--- src/rtl/dmem_access_ctrl.sv ---
// dmem_access_ctrl: load/store sequencer between decoded core memory controls and a req/gnt data bus.
module dmem_access_ctrl #(
    parameter int TIMEOUT = 255
) (
    input  logic        clk,
    input  logic        rst_n,
    input  logic        req_valid_i,
    input  logic        req_we_i,
    input  logic [1:0]  req_size_i,
    input  logic        req_signed_i,
    input  logic [31:0] req_addr_i,
    input  logic [31:0] req_wdata_i,
    output logic        stall_o,
    output logic        resp_valid_o,
    output logic [31:0] resp_rdata_o,
    output logic        misalign_err_o,
    output logic        timeout_err_o,
    output logic        mem_req_o,
    output logic        mem_we_o,
    output logic [31:0] mem_addr_o,
    output logic [31:0] mem_wdata_o,
    output logic [3:0]  mem_be_o,
    input  logic        mem_gnt_i,
    input  logic        mem_rvalid_i,
    input  logic [31:0] mem_rdata_i
);
    typedef enum logic [1:0] {IDLE, REQ, WAIT, DONE} state_t;
    state_t      state_q;
    logic [7:0]  cnt_q;
    logic        we_q, signed_q;
    logic [1:0]  size_q, off_q;
    logic        misaligned, accept, tmo;
    logic [3:0]  be_d;
    logic [31:0] wdata_d, rdata_d;
    logic [7:0]  lb;
    logic [15:0] lh;
    always_comb begin
        misaligned = (req_size_i == 2'b11) | (req_size_i == 2'b01 & req_addr_i[0])
                   | (req_size_i == 2'b10 & |req_addr_i[1:0]);
        accept     = state_q == IDLE & req_valid_i & !misaligned;
        tmo        = cnt_q >= 8'(TIMEOUT - 1);
        be_d       = req_size_i == 2'b00 ? 4'b0001 << req_addr_i[1:0] :
                     req_size_i == 2'b01 ? 4'b0011 << req_addr_i[1:0] : 4'b1111;
        wdata_d    = req_size_i == 2'b00 ? {4{req_wdata_i[7:0]}} :
                     req_size_i == 2'b01 ? {2{req_wdata_i[15:0]}} : req_wdata_i;
        lb         = mem_rdata_i[{off_q, 3'b000} +: 8];
        lh         = off_q[1] ? mem_rdata_i[31:16] : mem_rdata_i[15:0];
        rdata_d    = size_q == 2'b00 ? {{24{signed_q & lb[7]}}, lb} :
                     size_q == 2'b01 ? {{16{signed_q & lh[15]}}, lh} : mem_rdata_i;
        stall_o    = accept | state_q == REQ | state_q == WAIT;
    end
    always_ff @(posedge clk or negedge rst_n) begin
        if (!rst_n) begin
            state_q        <= IDLE;
            cnt_q          <= '0;
            we_q           <= 1'b0;
            signed_q       <= 1'b0;
            size_q         <= '0;
            off_q          <= '0;
            resp_valid_o   <= 1'b0;
            resp_rdata_o   <= '0;
            misalign_err_o <= 1'b0;
            timeout_err_o  <= 1'b0;
            mem_req_o      <= 1'b0;
            mem_we_o       <= 1'b0;
            mem_addr_o     <= '0;
            mem_wdata_o    <= '0;
            mem_be_o       <= '0;
        end else begin
            resp_valid_o   <= 1'b0;
            timeout_err_o  <= 1'b0;
            misalign_err_o <= 1'b0;
            case (state_q)
                IDLE: begin
                    misalign_err_o <= req_valid_i & misaligned;
                    if (accept) begin
                        state_q     <= REQ;
                        cnt_q       <= '0;
                        we_q        <= req_we_i;
                        signed_q    <= req_signed_i;
                        size_q      <= req_size_i;
                        off_q       <= req_addr_i[1:0];
                        mem_req_o   <= 1'b1;
                        mem_we_o    <= req_we_i;
                        mem_addr_o  <= {req_addr_i[31:2], 2'b00};
                        mem_be_o    <= be_d;
                        mem_wdata_o <= wdata_d;
                    end
                end
                REQ: begin
                    cnt_q <= cnt_q + 8'd1;
                    if (mem_gnt_i) begin
                        mem_req_o <= 1'b0;
                        state_q   <= we_q ? DONE : WAIT;
                        resp_valid_o <= we_q;
                    end else if (tmo) begin
                        mem_req_o     <= 1'b0;
                        state_q       <= DONE;
                        resp_valid_o  <= 1'b1;
                        timeout_err_o <= 1'b1;
                    end
                end
                WAIT: begin
                    cnt_q <= cnt_q + 8'd1;
                    if (mem_rvalid_i) begin
                        state_q      <= DONE;
                        resp_valid_o <= 1'b1;
                        resp_rdata_o <= rdata_d;
                    end else if (tmo) begin
                        state_q       <= DONE;
                        resp_valid_o  <= 1'b1;
                        timeout_err_o <= 1'b1;
                    end
                end
                DONE: begin
                    state_q      <= IDLE;
                    resp_rdata_o <= '0;
                end
            endcase
        end
    end
endmodule

--- config.mk ---
export PLATFORM = sky130hd
export DESIGN_NAME = dmem_access_ctrl
export DESIGN_NICKNAME = d
export VERILOG_FILES = /design/src/rtl/dmem_access_ctrl.sv
export SDC_FILE = /design/constraint.sdc
export NUM_CORES = 1
export LEC_CHECK = 0
export CORE_ASPECT_RATIO = 1.4
export CORE_UTILIZATION = 40
export CTS_CLUSTER_DIAMETER = 30
export DETAILED_ROUTE_END_ITERATION = 10
export MAX_ROUTING_LAYER = met4
export PLACE_DENSITY = 0.76
export SLEW_MARGIN = 30
export SYNTH_ARGS = -nofsm -noshare
export SYNTH_HDL_FRONTEND = slang
export SYNTH_SLANG_ARGS = --single-unit
--- constraint.sdc ---
create_clock -name clk -period 2 [get_ports clk]
set_clock_uncertainty 0.05 [all_clocks]
set_input_delay 0.3 -clock clk [delete_from_list [all_inputs] [get_ports clk]]
set_output_delay 0.3 -clock clk [all_outputs]
set_load 0.01 [all_outputs]
==> flow_summary.toml, run 1 <==
[clocking]
htree_levels = 4
cts_sinks = 118
clockBufferDepth = 2
cts.root.buffer_cell = "clkbuf_16"
cts_tree = "built"
path_clk_slew_ns = 0.05
clk_latency_ns = 0.41
post_cts_buffers = 0
cts_buffers = 17

[global_route]
grt_max_degree = 64
overflow = 0
grt_first_pass_wirelength_um = 27210
antenna_found_initial = 0
grt_pass1_vias = 5453
grt_usage = 0.2538

[yosys]
yosys.area_share.simple = 0.1718
synth_seq_area_share = 0.5226
synth_cell_types = 51
synthFlopType = "dfrtp_1"
synth_compound_area_frac = 0.1433
syn_area_um2 = 5650
synth_top_family_by_area = "simple AND/OR/NAND/NOR gates"
synth_edf_count = 0
syn_inst = 574
synth_fa_ha_area_frac = 0.02436
ys_seq_elements = 118
yosysWarningCount = 0
ys_async_sr_fraction = 1.000
synth_xor_area_frac = 0
synth_mux_area_frac = 0.09965
syn_avg_cell_area_um2 = 9.844

[routing]
drt_iter0_markers = 285
drc_errors = 0
dr.pass1.iters = 4
wl_per_cell_um = 17.15
vias = 5259
vias_per_cell = 5.222
wl_um = 17270
drtAntennaViolNets = 0

[setup_path]
cp_data_arrival_time_ns = 1.56
timing_worst_setup_path_type = "in2out"
critPathCaptureType = "output pin"
cp-start-kind = "input pin"
crit_fanout = 2
required_ns = 1.65

[sta]
finalMaxSlewViolations = 0
fin_ws_ns = 0.08941
tightestPinTransition_ns = 0.9716
maxSlewHeadroom = 0.3499
period_share = 0.9553
whs_ns = 0.3598
rsz0062_at_grt = "no"
max_freq_ghz = 0.5234
period_minus_slack_ns = 1.911
finalSetupViolations = 0
hold_viol_final = 0

[place]
hpwl_um = 12590
place_congestion = 0.8436
port_buffers = 208
place_ws_ns = -0.3278

[floorplan]
die_area_um2 = 14610
core_um2 = 13850
top_level_ports = 211
die_w_um = 102.5
start_util = 0.4081
std_cell_rows = 51
die_height_um = 142.6

[power_and_ir_drop]
power_mw = 13.14
irDropWorstVdd_mv = 0.9380
power.density_nw_per_um2 = 1488
leakage_nw = 4.067

[run]
cap_viol_max_count = 0

[layout]
syn_to_final_growth_pct = 56.33
final_layout_size_suffix_gt1_frac = 0.1095
final_nets = 926
antenna_cells = 0

[min_path]
hold_path.class = "in2async"

[status]
outcome = "finished, final reports clean"
[report_power, final]
group	total (mW)	leakage [nW]	switching (mW)	internal (mW)
clock network	3.16	0.308	1.06	2.10
registers	4.15	1.49	0.694	3.45
logic	5.83	2.27	2.69	3.13
total	13.1	4.07	4.45	8.69
[what timing repair did]
item,CTS,global route
endpoints found under the setup margin,1,0
gates resized for setup,8,0
endpoints found under the hold margin,31,0
hold buffers,1,0
[placed cells by master, fill, tap and decap left out, types with 3 or more instances in the layout]
master	n
mux2i_1	32
or3_1	3
buf_12	5
and2_1	7
clkinv_2	5
inv_1	8
bufinv_16	3
nor2_1	19
ha_1	10
a22o_1	12
buf_4	39
clkbuf_16	17
a211oi_1	7
o21ai_1	36
nand2b_1	7
clkdlybuf4s50_1	206
dfrtp_1	118
nand3_1	6
o21ai_0	23
a21oi_1	12
a221o_1	16
nor2b_1	5
mux4_1	7
clkbuf_8	5
nand2_1	174
[cell usage after synthesis, drive strengths merged, types with 3 or more instances]
cell,n,area share
nor2b,5,0.0055
nand3,7,0.0062
buf,11,0.014
or3,3,0.0033
clkbuf,25,0.017
nor2,20,0.014
nand2,174,0.12
a22o,12,0.019
a221o,16,0.028
nand2b,7,0.0077
inv,10,0.0066
dfrtp,118,0.52
and2,8,0.0089
mux2i,33,0.058
mux4,8,0.037
a211oi,7,0.0093
o21ai,59,0.052
ha,11,0.024
a21oi,12,0.011
[cell families after synthesis]
logic type      after synthesis
mux                          43
simple gates                232
other cells                   1
fa+ha+maj                    11
compound gates              122
flops                       118
buf+inv                      47
[worst paths after layout]
| kind | start | to | slack (ns) | cells past startpoint |
|---|---|---|---|---|
| worst max-delay path | req_addr_i[0] | stall_o | 0.09 | 7 |
| max in group asynchronous | rst_n | resp_rdata_o[28] | 0.78 | 3 |
| min in group clk | req_addr_i[24] | mem_addr_o[24] | 0.37 | 3 |
| worst min-delay path | rst_n | mem_wdata_o[0] | 0.36 | 2 |
| worst max register to register | state_q[0] | resp_rdata_o[29] | 0.11 | 6 |
| worst min register to register | mem_be_o[1] | mem_be_o[1] | 0.41 | 2 |
[flip-flops by register name (all words and copies together), names as in the netlist, 2 cells and up]
name          cells
off_q             2
mem_wdata_o      32
mem_be_o          4
resp_rdata_o     32
state_q           2
cnt_q             8
mem_addr_o       30
size_q            2
[layout make-up]
class	instances	area [µm²]
clock buffer	22	494.2
clock inverter	9	122.6
sequential	118	2953
timing repair buffer	252	2470
tap	185	231.5
inverter	11	42.54
multi-input combinational	410	2520
fill	1125	5014
[routing by layer]
layer	global-route usage	up-vias	wire length [µm]
met5	-	-	0
met4	0.1180	0	483
met3	0.07440	40	1195
met2	0.4109	218	8798
met1	0.2855	2538	6797
li1	-	2463	-
[critical path: stages]
cell and delay [ns]:
clkdlybuf4s50_1 0.48, inv_1 0.06, ha_1 0.21, nand2b_1 0.20, nand3_4 0.09, nand3_1 0.07, buf_2 0.15
[metrics by stage]
step	instances	utilization	instance area, µm²	TNS, ns
floorplan	575	-	5667	-0.3126
global placement	975	0.5927	8207	-12.76
detailed placement	975	0.5927	8207	-16.74
CTS	1007	0.6379	8833	0
global route	1007	0.6379	8833	0
finish	1007	0.6379	8833	0
No activity file was read; power rests on OpenSTA's default activity.
==> run 2, diff against run 1 <==
- CORE_UTILIZATION: 40 -> 28
- PLACE_DENSITY: 0.76 -> not set
- REMOVE_ABC_BUFFERS: not set -> 1
==> flow_summary.toml, run 2 (synthesis gave the netlist of run 1 again) <==
[power_and_ir_drop]
intPower_mw = 8.636
p_sw_mw = 4.430
pwr-share-comb = 0.446
swShare = 0.3390
power_mw = 13.07
seq_power_share = 0.315
leakage_nw = 4.079
clockPowerShare = 0.239
power.density_nw_per_um2 = 1455
irDropWorstVdd_mv = 0.7196

[place]
port_buffers = 208
place_ws_ns = -0.3388
place_congestion = 0.7641
hpwl_um = 12250

[clocking]
cts_sinks = 118
path_clk_slew_ns = 0.06
clk_latency_ns = 0.40
cts.root.buffer_cell = "clkbuf_16"
cts_tree = "built"
cts_buffers = 17
clockBufferDepth = 2
htree_levels = 4

[routing]
drt_iter0_markers = 220
vias_per_cell = 4.680
dr.pass1.iters = 5
vias = 5054
drtAntennaViolNets = 0
wl_per_cell_um = 15.56
wl_um = 16800
drc_errors = 0

[sta]
max_freq_ghz = 0.5280
maxSlewHeadroom = 0.5350
finalSetupViolations = 0
fin_ws_ns = 0.1061
hold_viol_final = 0
finalMaxSlewViolations = 0
period_minus_slack_ns = 1.894
rsz0062_at_grt = "no"
tightestPinTransition_ns = 0.6952
period_share = 0.9470

[layout]
reg_top3 = "mem_wdata_o: 32 flops, resp_rdata_o: 32 flops, mem_addr_o: 30 flops"
multi_input_comb_area_um2 = 2551
final_common_cell = "clkdlybuf4s50_1"
final_layout_size_suffix_gt1_frac = 0.1208
fillers = 1961
final_nets = 931
seq_area_um2 = 2953
syn_to_final_growth_pct = 58.88
layout_common_cells = "clkdlybuf4s50_1, nand2_1, dfrtp_1"
antenna_cells = 0

[setup_path]
cp-start-kind = "input pin"
crit_fanout = 3
critPathCaptureType = "output pin"
required_ns = 1.65
timing_worst_setup_path_type = "in2out"
cp_data_arrival_time_ns = 1.54

[floorplan]
top_level_ports = 211
die_w_um = 122.1
start_util = 0.2847
die_height_um = 170.1
std_cell_rows = 61
die_area_um2 = 20760
core_um2 = 19840

[status]
outcome = "finished, final reports clean"

[min_path]
hold_path.class = "in2async"

[global_route]
grt_first_pass_wirelength_um = 27220
grt_usage = 0.1739
grt_pass1_vias = 5120
overflow = 0
antenna_found_initial = 0
grt_max_degree = 74

[run]
cap_viol_max_count = 0
[run 2: layer usage]
layer,global-route usage,share of wire,vias to the layer above
li1,-,-,2478
met1,0.2021,0.42,2392
met2,0.2921,0.51,159
met3,0.04290,0.053,25
met4,0.05567,0.017,0
met5,-,0,-
[run 2: timing repair]
item | CTS | global route
setup buffers | 3 | 0
hold buffers | 1 | 0
setup endpoints to repair | 18 | 6
endpoints found under the hold margin | 27 | 0
gates resized for setup | 13 | 3
[run 2: worst max-delay path, cell delays in order]
cell,delay [ns]
clkdlybuf4s50_1,0.50
inv_1,0.07
ha_1,0.21
nand2b_4,0.16
nand3_4,0.06
nand3_2,0.09
buf_2,0.15
[run 2: area by class of cell]
type,count,area share
inverter,11,0.004739
clock buffer,20,0.04976
tap,252,0.03512
timing repair buffer,257,0.2801
clock inverter,12,0.01714
multi-input combinational,410,0.2842
sequential,118,0.3289
[run 2: path summary, 6_finish.rpt]
kind                                start          endpoint  slack, ns  cells after the start
hold / removal                      rst_n    mem_wdata_o[9]       0.31                      2
hold reg to reg            mem_addr_o[18]    mem_addr_o[18]       0.42                      2
setup / recovery            req_addr_i[0]           stall_o       0.11                      7
setup reg to reg               state_q[0]       mem_be_o[2]       0.11                      8
min in group clk           req_addr_i[25]    mem_addr_o[25]       0.37                      3
max in group asynchronous           rst_n  resp_rdata_o[11]       1.05                      3
[run 2: power groups by stage]
stage / clock network, mW / logic (mW) / registers (mW)
2_1_floorplan: 0 / 2.14 / 4.53
3_3_place_gp: 0 / 5.77 / 4.12
3_5_place_dp: 0 / 5.84 / 4.14
4_1_cts: 3.21 / 5.91 / 4.14
5_1_grt: 3.31 / 6.38 / 4.28
6_report: 3.12 / 5.82 / 4.12
[run 2: stage by stage]
step,hold WS [ns],area (µm²),utilization,std cells,TNS [ns]
6_report,0.3121,8977,0.4524,1080,0
5_1_grt,0.3192,8977,0.4524,1080,0
4_1_cts,0.3045,8972,0.4521,1080,0
3_5_place_dp,0.1657,8320,0.4193,1044,-16.04
3_3_place_gp,0.1669,8314,0.4190,1044,-13.65
2_1_floorplan,-0.04559,5484,-,539,-108.91
==> run 3, diff against run 2 <==
- clock period: 2 -> 2.3 ns (I/O delays scaled with it)
==> flow_summary.toml, run 3 (synthesis gave the netlist of run 1 again) <==
[layout]
final_nets = 922
syn_to_final_growth_pct = 57.06
final_area_um2 = 8875
final_common_cell = "clkdlybuf4s50_1"
final_layout_size_suffix_gt1_frac = 0.1026
layout_common_cells = "clkdlybuf4s50_1, nand2_1, dfrtp_1"
antenna_cells = 0
reg_top3 = "mem_wdata_o: 32 flops, resp_rdata_o: 32 flops, mem_addr_o: 30 flops"

[global_route]
grt_pass1_vias = 4997
grt_usage = 0.1759
grt_max_degree = 76
overflow = 0
grt_first_pass_wirelength_um = 27120
antenna_found_initial = 0

[sta]
finalMaxSlewViolations = 0
fin_ws_ns = 0.1147
hold_viol_final = 0
tightestPinTransition_ns = 0.6920
whs_ns = 0.3157
finalSetupViolations = 0
maxSlewHeadroom = 0.5372
rsz0062_at_grt = "no"
period_share = 0.9501
period_minus_slack_ns = 2.185
max_freq_ghz = 0.4576
fin_setup_tns_ns = 0

[setup_path]
max_stage_delay_ns = 0.48
cp-start-kind = "input pin"
crit_chain = "clkdlybuf4s50_1 > inv_1 > ha_1 > nand2b_1 > nand3_4 > nand3_1 > dlygate4sd2_1"
crit_fanout = 2
cp_data_arrival_time_ns = 1.79
critPathCaptureType = "output pin"
critPathSlowestCell = "clkdlybuf4s50_1"
required_ns = 1.90
timing_worst_setup_path_type = "in2out"

[place]
hpwl_um = 12140
place_ws_ns = -0.1032
placed_area_um2 = 8250
port_buffers = 208
place_congestion = 0.7684

[routing]
wl_um = 16920
drtAntennaViolNets = 0
wl_per_cell_um = 15.80
drt_iter0_markers = 254
dr.pass1.iters = 4
vias = 4968
vias_per_cell = 4.639
drc_errors = 0

[clocking]
clockBufferDepth = 2
clk_latency_ns = 0.42
cts_tree = "built"
cts_sinks = 118
cts.root.buffer_cell = "clkbuf_16"
post_cts_buffers = 0
htree_levels = 4
cts_buffers = 17
path_clk_slew_ns = 0.06

[floorplan]
die_height_um = 170.1
top_level_ports = 211
core_um2 = 19840
std_cell_rows = 61
start_util = 0.2847
die_w_um = 122.1
die_area_um2 = 20760

[power_and_ir_drop]
irDropWorstVdd_mv = 0.5853
power.density_nw_per_um2 = 1274
leakage_nw = 4.036

[status]
outcome = "finished, final reports clean"

[min_path]
hold_path.class = "in2async"

[run]
cap_viol_max_count = 0
==> run 3: power breakdown <==
part	switching, mW	leakage, nW	internal (mW)
Sequential	0.582	1.49	3.00
Clock	0.989	0.293	1.76
Combinational	2.29	2.26	2.68
Total	3.86	4.04	7.45
==> run 3: repair_timing <==
action,in CTS,in global routing
gates resized for setup,3,0
hold buffers,1,0
endpoints found under the hold margin,20,0
setup endpoints to repair,1,0
==> run 3: worst max-delay path: cells and delay by family <==
family / cells / cell delay (ns)
simple gates: 3 / 0.40
buf+inv: 3 / 0.85
fa+ha+maj: 1 / 0.20
==> run 3: layout make-up <==
type | count | area (µm²)
Sequential cell | 118 | 2953
Timing Repair Buffer | 248 | 2422
Multi-Input combinational cell | 410 | 2531
Clock buffer | 21 | 460.4
Clock inverter | 11 | 150.1
Inverter | 11 | 42.54
Fill cell | 1926 | 10970
Tap cell | 252 | 315.3
==> run 3: path summary, 6_finish.rpt <==
path | start | to | slack [ns] | depth (start not counted)
worst max register to register | state_q[0] | resp_rdata_o[31] | 0.15 | 7
max in group asynchronous | rst_n | mem_addr_o[13] | 1.17 | 3
worst max-delay path | req_addr_i[0] | stall_o | 0.11 | 7
worst min-delay path | rst_n | mem_wdata_o[8] | 0.32 | 2
min in group clk | req_addr_i[15] | mem_addr_o[15] | 0.40 | 3
worst min register to register | mem_addr_o[4] | mem_addr_o[4] | 0.42 | 2
==> run 3: metrics by stage <==
step | cells | util | total power, mW
4_1_cts | 1071 | 0.4471 | 11.46
2_1_floorplan | 539 | - | 5.798
6_report | 1071 | 0.4472 | 11.30
3_5_place_dp | 1038 | 0.4158 | 8.627
3_3_place_gp | 1038 | 0.4154 | 8.539
5_1_grt | 1071 | 0.4472 | 12.07
==> run 3: routing by layer <==
layer	track usage	part of all wire	vias to the layer above	routed length, µm
met5	-	0	-	0
met4	0.06840	0.017	0	286
met3	0.03519	0.046	23	780
met2	0.2815	0.49	145	8306
met1	0.2168	0.45	2350	7549
li1	-	-	2450	-
